===== src/rtl/pkt_tx_arbiter.sv =====
// pkt_tx_arbiter
//   Shares one outbound packet link between NUM_SRC free-running packet
//   sources. Each source has a private flit FIFO. A round-robin wormhole
//   arbiter grants the link at a HEAD flit and holds the grant until the
//   matching TAIL, so packets are never interleaved on out_flit.
//
// Ports
//   clk        in   1                  clock
//   rst        in   1                  asynchronous, active-high reset
//   in_flit    in   NUM_SRC*FW         source flits, source i at [i*FW +: FW]
//   out_ready  in   1                  downstream accepts a flit this cycle
//   out_flit   out  FW                 registered output flit, 0 = idle
//   busy       out  1                  locked, or any FIFO non-empty
//   overflow   out  NUM_SRC            sticky: flit from source i dropped (FIFO full)
//   proto_err  out  NUM_SRC            sticky: framing violation seen on source i
//
// Flit layout: {flow[`FLOWBH:`FLOWBL], payload[`FLOWBL-1:0]}, FW = `PKTW+1.
// A flow code of 0 marks an idle cycle and is never stored.
//
// FSM states
//   state    | meaning
//   ---------+----------------------------------------------------------
//   S_IDLE   | no owner; search for a HEAD, discard stray BODY/TAIL heads
//   S_LOCKED | owner holds the link until its TAIL is forwarded

`ifndef PKTW
`define PKTW 17
`endif
`ifndef FLOWBH
`define FLOWBH 17
`endif
`ifndef FLOWBL
`define FLOWBL 16
`endif
`ifndef HEAD
`define HEAD 2'b01
`endif
`ifndef BODY
`define BODY 2'b10
`endif
`ifndef TAIL
`define TAIL 2'b11
`endif

module pkt_tx_arbiter #(
    parameter int NUM_SRC = 4,
    parameter int DEPTH   = 8
) (
    input  logic                          clk,
    input  logic                          rst,
    input  logic [NUM_SRC*(`PKTW+1)-1:0]  in_flit,
    input  logic                          out_ready,
    output logic [`PKTW:0]                out_flit,
    output logic                          busy,
    output logic [NUM_SRC-1:0]            overflow,
    output logic [NUM_SRC-1:0]            proto_err
);

    localparam int FW  = `PKTW + 1;
    localparam int FLW = `FLOWBH - `FLOWBL + 1;
    localparam int AW  = $clog2(DEPTH);
    localparam int PW  = AW + 1;
    localparam int SW  = (NUM_SRC > 1) ? $clog2(NUM_SRC) : 1;

    typedef enum logic {
        S_IDLE   = 1'b0,
        S_LOCKED = 1'b1
    } state_t;

    state_t state, state_nxt;

    logic [SW-1:0]                 owner, owner_nxt;
    logic [SW-1:0]                 rr_ptr, rr_nxt;
    logic [FW-1:0]                 out_nxt;

    logic [NUM_SRC-1:0][FW-1:0]    head_flit;
    logic [NUM_SRC-1:0][FLW-1:0]   head_flow;
    logic [NUM_SRC-1:0]            empty;
    logic [NUM_SRC-1:0]            push;
    logic [NUM_SRC-1:0]            drop;
    logic [NUM_SRC-1:0]            pop;
    logic [NUM_SRC-1:0]            perr_set;

    logic                          grant_found;
    logic [SW-1:0]                 grant_src;
    logic [SW:0]                   cand;

    logic [FLW-1:0]                owner_flow;
    logic                          fwd_owner;

    // ------------------------------------------------------------------
    // Per-source FIFOs. Pointers carry one extra wrap bit so that
    // full (wr-rd == DEPTH) and empty (wr == rd) are distinguishable.
    // Fullness is judged before this cycle's pop, so a full FIFO drops
    // the incoming flit even if it is also being popped.
    // ------------------------------------------------------------------
    for (genvar g = 0; g < NUM_SRC; g++) begin : g_src
        logic [FW-1:0] src_flit;
        logic          src_valid;
        logic          src_full;
        logic [PW-1:0] wr_ptr;
        logic [PW-1:0] rd_ptr;
        logic [FW-1:0] mem [DEPTH];

        assign src_flit  = in_flit[g*FW +: FW];
        assign src_valid = |src_flit[`FLOWBH:`FLOWBL];
        assign src_full  = ((wr_ptr - rd_ptr) == PW'(DEPTH));

        assign empty[g]     = (wr_ptr == rd_ptr);
        assign push[g]      = src_valid && !src_full;
        assign drop[g]      = src_valid && src_full;
        assign head_flit[g] = mem[rd_ptr[AW-1:0]];
        assign head_flow[g] = head_flit[g][`FLOWBH:`FLOWBL];

        always_ff @(posedge clk) begin
            if (push[g]) begin
                mem[wr_ptr[AW-1:0]] <= src_flit;
            end
        end

        always_ff @(posedge clk or posedge rst) begin
            if (rst) begin
                wr_ptr <= '0;
                rd_ptr <= '0;
            end else begin
                if (push[g]) begin
                    wr_ptr <= wr_ptr + 1'b1;
                end
                if (pop[g]) begin
                    rd_ptr <= rd_ptr + 1'b1;
                end
            end
        end
    end

    // ------------------------------------------------------------------
    // Round-robin search: rr_ptr+1, rr_ptr+2, ... (mod NUM_SRC), first
    // non-empty FIFO whose head is a HEAD flit wins. cand is one bit
    // wider than rr_ptr so the sum cannot wrap before the modulo fixup.
    // ------------------------------------------------------------------
    always_comb begin
        grant_found = 1'b0;
        grant_src   = '0;
        cand        = '0;
        for (int k = 1; k <= NUM_SRC; k++) begin
            cand = {1'b0, rr_ptr} + (SW+1)'(k);
            if (cand >= (SW+1)'(NUM_SRC)) begin
                cand = cand - (SW+1)'(NUM_SRC);
            end
            if (!grant_found && !empty[cand[SW-1:0]] &&
                head_flow[cand[SW-1:0]] == `HEAD) begin
                grant_found = 1'b1;
                grant_src   = cand[SW-1:0];
            end
        end
    end

    assign owner_flow = head_flow[owner];
    assign fwd_owner  = out_ready && !empty[owner];

    // ------------------------------------------------------------------
    // FSM: state register
    // ------------------------------------------------------------------
    always_ff @(posedge clk or posedge rst) begin
        if (rst) begin
            state <= S_IDLE;
        end else begin
            state <= state_nxt;
        end
    end

    // ------------------------------------------------------------------
    // FSM: next state
    // ------------------------------------------------------------------
    always_comb begin
        state_nxt = state;
        case (state)
            S_IDLE: begin
                if (grant_found && out_ready) begin
                    state_nxt = S_LOCKED;
                end
            end
            S_LOCKED: begin
                if (fwd_owner && owner_flow == `TAIL) begin
                    state_nxt = S_IDLE;
                end
            end
            default: state_nxt = S_IDLE;
        endcase
    end

    // ------------------------------------------------------------------
    // FSM: outputs (pops, forwarded flit, owner / pointer updates)
    // In IDLE, stray BODY/TAIL heads are flushed from every FIFO in
    // parallel regardless of out_ready; the granted source always has a
    // HEAD at its head, so it never collides with a discard.
    // ------------------------------------------------------------------
    always_comb begin
        pop       = '0;
        perr_set  = '0;
        out_nxt   = '0;
        owner_nxt = owner;
        rr_nxt    = rr_ptr;
        case (state)
            S_IDLE: begin
                for (int i = 0; i < NUM_SRC; i++) begin
                    if (!empty[i] && head_flow[i] != `HEAD) begin
                        pop[i]      = 1'b1;
                        perr_set[i] = 1'b1;
                    end
                end
                if (grant_found && out_ready) begin
                    pop[grant_src] = 1'b1;
                    out_nxt        = head_flit[grant_src];
                    owner_nxt      = grant_src;
                end
            end
            S_LOCKED: begin
                if (fwd_owner) begin
                    pop[owner] = 1'b1;
                    out_nxt    = head_flit[owner];
                    if (owner_flow == `TAIL) begin
                        rr_nxt = owner;
                    end
                    // A second HEAD inside a packet is forwarded but flagged;
                    // the lock stays with the current owner.
                    if (owner_flow == `HEAD) begin
                        perr_set[owner] = 1'b1;
                    end
                end
            end
            default: ;
        endcase
    end

    // ------------------------------------------------------------------
    // Datapath registers and sticky flags
    // ------------------------------------------------------------------
    always_ff @(posedge clk or posedge rst) begin
        if (rst) begin
            out_flit  <= '0;
            owner     <= '0;
            rr_ptr    <= SW'(NUM_SRC - 1);
            overflow  <= '0;
            proto_err <= '0;
        end else begin
            out_flit  <= out_nxt;
            owner     <= owner_nxt;
            rr_ptr    <= rr_nxt;
            overflow  <= overflow | drop;
            proto_err <= proto_err | perr_set;
        end
    end

    assign busy = (state == S_LOCKED) || !(&empty);

endmodule


===== config.mk =====
export PLATFORM = sky130hd
export DESIGN_NAME = pkt_tx_arbiter
export DESIGN_NICKNAME = d
export VERILOG_FILES = /design/src/rtl/pkt_tx_arbiter.sv
export SDC_FILE = /design/constraint.sdc
export NUM_CORES = 1
export LEC_CHECK = 0
export CORE_ASPECT_RATIO = 1.25
export CORE_MARGIN = 2
export CORE_UTILIZATION = 45
export CTS_CLUSTER_SIZE = 30
export DETAILED_ROUTE_END_ITERATION = 16
export SYNTH_ARGS = -nofsm -noshare
export SYNTH_HDL_FRONTEND = slang
export SYNTH_SLANG_ARGS = --single-unit

===== constraint.sdc =====
create_clock -name clk -period 5.85 [get_ports clk]
set_input_delay 1.755 -clock clk [delete_from_list [all_inputs] [get_ports clk]]
set_output_delay 1.755 -clock clk [all_outputs]
set_load 0.02 [all_outputs]

# --- Yosys cells after proc, flatten, opt, wreduce, memory -nomap -nowiden ---
# Memory sizes are Yosys's and may differ from the RTL's.
# Index checks and enable logic that the tools add are counted.
word_totals:
  ff_bits: 63
  mem_bits_rw: 576
  input_bits: 75
  output_inout_bits: 27
  elab_cells: 189
  mem_count: 4
op_classes:
  add_sub_neg: 20
  magnitude_cmp: 12
  eq_ne: 18
  mux: 68
  n_bitwise: 4
  n_reduce_logical: 49
memory_table:
  columns: ["memory", "depth", "word_bits", "rd", "rd_clocked_by_memory_dff", "wr", "line_no", "rtl"]
  rows:
  - ["g_src[0].mem", 8, 18, 1, 0, 1, "103", "logic [FW-1:0] mem [DEPTH];"]
  - ["g_src[1].mem", 8, 18, 1, 0, 1, "103", null]
  - ["g_src[2].mem", 8, 18, 1, 0, 1, "103", null]
  - ["g_src[3].mem", 8, 18, 1, 0, 1, "103", null]
ops:
  columns: ["op", "n"]
  rows:
  - ["18-bit binary-select mux with 2-bit select", 2]
  - ["18-bit 2-to-1 mux", 4]
  - ["18-bit case mux with 2 select lines", 1]
  - ["4-bit by 1-bit adder with 4-bit output, second input constant", 8]
  - ["1-bit 2-to-1 mux", 29]
  - ["2-bit 2-to-1 mux", 13]
  - ["1-bit logical AND", 24]
  - ["2-bit binary-select mux with 2-bit select", 5]
  - ["2-bit by 3-bit less-than comparator with 1-bit output, second input constant", 6]
  - ["1-bit zero test", 17]
  - ["4-bit equality test", 4]
  - ["4-bit equality test, second input constant", 4]
  - ["4-bit 2-to-1 mux", 4]
  - ["4-bit case mux with 2 select lines", 2]
  - ["4-bit subtractor", 4]
  - ["3-bit greater-or-equal comparator, second input constant", 4]
  - ["4-bit OR", 3]
  - ["1-bit binary-select mux with 2-bit select", 5]
  - ["2-bit by 1-bit equality test with 1-bit output, second input constant", 5]
  - ["2-bit by 1-bit inequality test with 1-bit output, second input constant", 4]
  - ["2-bit OR reduction", 4]
  - ["2-bit by 1-bit subtractor with 2-bit output, second input constant", 4]
  - ["2-bit by 2-bit adder with 3-bit output, second input constant", 2]
  - ["1-bit demux with 2-bit select", 2]
  - ["other kinds (10)", 11]

# --- Longest topological paths before layout ---
depth:
  depth_word: 27
  mapped_depth: 15
  ltp_nobuf: 10

# --- Worst setup path before layout ---
# No wires, ideal clock.
synth_path:
  kind: "register to register"
  from: "register g_src[3].rd_ptr[1]"
  to: "memory g_src[3].mem[2][0] in the netlist's numbering (enable)"
  setup_ps: 420
  arrival_time_ps: 3717
  required_ps: 5430
  path_slack_ps: 1713
  stages_incl_launch_ff: 10
  n_path_buf: 2
  synth_period_minus_slack_ps: 4137
  path_cell_list: "dfrtp_1 > buf_1 > buf_1 > inv_1 > ha_1 > a21oi_1 > mux2i_1 > a211oi_1 > or3_1 > nor3b_1"
synth_between:
  elab_chain_cells: 6
synth_rtl:
  columns: ["item", "line_no", "rtl"]
  rows:
  - ["from (decl)", "102", "logic [PW-1:0] rd_ptr;"]
  - ["from (signal assigned)", "130", "rd_ptr <= rd_ptr + 1'b1;"]
  - ["4-bit subtractor", "107", "assign src_full = ((wr_ptr - rd_ptr) == PW'(DEPTH));"]
  - ["4-bit equality test", "107", null]
  - ["1-bit zero test", "110", "assign push[g] = src_valid && !src_full;"]
  - ["1-bit logical AND", "110", null]
  - ["1-bit 2-to-1 mux", "116", "if (push[g]) begin"]
  - ["1-bit 2-to-1 mux (not written as such)", "117", "mem[wr_ptr[AW-1:0]] <= src_flit;"]
  - ["to (decl)", "103", null]
# Every way passes these cells.

# --- Final worst setup path ---
layout_path:
  from: "register g_src[1].rd_ptr[2]"
  to: "output busy"
layout_between:
  elab_chain_cells: 4
layout_rtl:
  columns: ["item", "line_no", "rtl"]
  rows:
  - ["from (decl)", "102", null]
  - ["from (signal assigned)", "130", null]
  - ["4-bit equality test", "109", "assign empty[g] = (wr_ptr == rd_ptr);"]
  - ["4-bit AND reduction", "255", "assign busy = (state == S_LOCKED) || !(&empty);"]
  - ["1-bit zero test", "255", null]
  - ["1-bit logical OR", "255", null]
  - ["to (decl)", "54", "output logic busy,"]
# Every way passes these cells.

==> impl_metrics.ini <==
[place]
gp_congestion = 0.811
dp_slack_ns = 1.36
dp_hpwl_um = 38400
dp.cells = 2291
io_buffers = 101

[timing]
period_share_pct = 87.6
fin_ws_ns = 0.725
hold_violations = 0
setup_viol = 0
relSlewSlack_pct = 19.2
finalMaxSlewViolations = 0
skew_ns = 0.0219
rsz0062_at_grt = no
fmax_mhz = 195
final.setup.tns_ns = 0
worstMarginPinSlew_ns = 1.21
fin_crit_ns = 5.13

[detailed_routing]
vias = 13600
drt_wl_total_um = 59700
wire_per_inst_um = 24.8
drtIter0Drc = 1189
vias_per_cell = 5.65
ant_nets = 0
drc_errors = 0
firstDrtPassIters = 5

[critical_path]
crit_path_cell_trace = inv_1, ha_1, nand3_1, nor2_1, and4_1, nand2_1, clkdlybuf4s50_1
crit_type = flop to primary output
path_delay_family = flip-flops
arrival_ns = 3.37
slowest_delay_ns = 0.91
crit_path_start = g_src[1].rd_ptr[2]
worst_setup_path_start_kind = flop
endpoint_kind = primary output
r2r_start = g_src[3].rd_ptr[0]
cp_slowest_cell = dfrtp_1
crit_cells = 7
cp_data_required_time_ns = 4.09
crit_fanout = 24
crit_buf_inv = 2
reg2regPathDepth = 8

[logic_synthesis]
yosysWarnings = 0
synth_fp_nets = 1557
synthFlopType = edfxtp_1
yosys_register_bits = 639
yosysUniqueCellTypes = 52
syn_area_sq_mm = 0.0262
synthArstFlopShare_pct = 9.86
synth_area_per_cell_sq_um = 17.9
synthCells = 1462
synth-edff-count = 576
seq_area_frac_synth_pct = 72.1

[min_path]
hp-class = flop to flop
holdPathStages = 1
hp-start = overflow[2]

[global_route]
grt_pass1_wl_um = 88900
antenna_found_initial = 1
grt_max_degree = 44
grt_usage_pct = 20.2
grt_pass1_vias = 14000
overflow = 0

[clock_network]
htree_levels = 2
cts_tree = built
hold_buffers = 0
insertion_delay_ns = 0.63
cts_buffer_depth = 3
root_buffer = clkbuf_16
postCtsSetupBuffers = 0
cts.clk_slew.worst_paths_ns = 0.06
ctsResizeCount = 0
numCtsBuffers = 61
clock-sinks = 639

[floorplanning]
rows = 98
pin_count = 102
die_x_um = 220
die_h_um = 274
core_area_sq_mm = 0.0574
dieArea_sq_mm = 0.0601
initial_core_util_pct = 45.6

[layout]
antenna_cells = 0
area_growth_pct = 15.8
instances_no_fill = 2404
mostFrequentLayoutCell = edfxtp_1
fillers = 4611
final_cell_mix = edfxtp_1, nand2_1, mux4_2
drive_gt1_share_pct = 20.9
nets = 1699
fin_util_pct = 52.8

[power_and_ir_drop]
leakage_nw = 10.4
power_density_mw_per_mm2 = 564
irDropWorstVdd_uv = 342

[run]
drv_cap = 0

[run_status]
status = complete, no violations
-- kinds of logic (layout without fill, tap and decap cells) --
family                   count (synthesis)  after routing  share of synthesized area, %
AND/OR/NAND/NOR                        372            372                          6.02
multiplexers                           227            227                          16.3
XOR/XNOR                                19             19                         0.636
adder cells (fa/ha/maj)                 20             20                         0.956
AO/OA/AOI/OAI                           94             94                          2.51
flip-flops                             639            639                          72.1
buffers and inverters                   91            283                          1.43
-- synthesized netlist by cell type, types with 3 or more instances --
| library cell | instances | area share [%] |
|---|---|---|
| nand2b_1 | 11 | 0.26 |
| xnor2_1 | 7 | 0.23 |
| mux2_2 | 19 | 0.82 |
| o21ai_0 | 16 | 0.31 |
| buf_2 | 14 | 0.27 |
| mux4_2 | 155 | 13 |
| a21o_1 | 4 | 0.11 |
| xor2_1 | 12 | 0.40 |
| edfxtp_1 | 576 | 66 |
| nor2b_1 | 14 | 0.33 |
| o311ai_0 | 5 | 0.17 |
| ha_1 | 20 | 0.96 |
| nand3_1 | 17 | 0.33 |
| clkbuf_1 | 35 | 0.50 |
| a21oi_1 | 23 | 0.44 |
| a211oi_1 | 8 | 0.23 |
| nand4_1 | 8 | 0.19 |
| nor2_1 | 47 | 0.67 |
| dfrtp_1 | 61 | 5.8 |
| inv_1 | 22 | 0.32 |
| or4_1 | 3 | 0.086 |
| nor3_1 | 22 | 0.42 |
| o211ai_1 | 4 | 0.11 |
| mux2i_1 | 51 | 2.0 |
| nand2_1 | 240 | 3.4 |
| o221ai_1 | 16 | 0.54 |
| buf_1 | 16 | 0.23 |
| o22ai_1 | 3 | 0.072 |
-- stage by stage --
stage,total power [mW],instance area (sq um),hold slack (ns)
after global placement,13.1,28300,0.449
after floorplan,11.1,26200,0.460
final,17.1,30300,0.465
after detailed placement,13.3,28300,0.452
after CTS,17.3,30300,0.470
after global routing,18.0,30300,0.504
-- per-layer routing --
metal | vias to the layer above | GRT usage, % | share of wire, % | wire [um]
met5 | - | 0 | 0 | 0
met4 | 0 | 5.74 | 2.5 | 1460
met3 | 77 | 3.79 | 5.2 | 3110
met2 | 329 | 33.8 | 50 | 29900
met1 | 7101 | 27.3 | 42 | 25200
li1 | 6072 | - | - | -
-- sequential cells by signal, summed over array words and instances, names as in the netlist --
register and flops:
owner 2, g_src.wr_ptr 16, overflow 4, g_src.rd_ptr 16, state 1, proto_err 4
g_src.mem 576, rr_ptr 2, out_flit 18
-- worst paths after layout --
path | endpoint | slack (ns)
min reg2reg | overflow[2] | 0.46
max | busy | 0.72
max in group asynchronous | rr_ptr[0] | 3.33
max reg2reg | out_flit[9] | 1.69
min | overflow[2] | 0.46
min in group asynchronous | overflow[2] | 1.57
-- report_power, final --
part	switching [mW]	internal (mW)	leakage, nW
Combinational	3.78	2.62	3.43
Clock	1.67	2.31	0.986
Sequential	0.477	6.22	5.97
Total	5.93	11.1	10.4
-- worst reg2reg max path, stage by stage, from the launching register on --
cell and delay, ns:
dfrtp_2 0.86, mux4_1 0.69, mux2i_1 0.42, nor2_1 0.12, o21ai_0 0.17, o22ai_1 0.16
a21oi_2 0.55, nand2_1 0.63, o221ai_1 0.44
-- final cells by class --
cell class                 instances  area (sq um)  share of cell area [%]
clock buffer                      78          1620                    5.35
timing repair buffer             146          1350                    4.45
clock inverter                    35           394                    1.30
sequential                       639         18900                    62.3
tap                              750           938                    3.10
multi-input combinational        732          7020                    23.2
inverter                          24          91.3                   0.302
(Power assumes the default switching activity.)
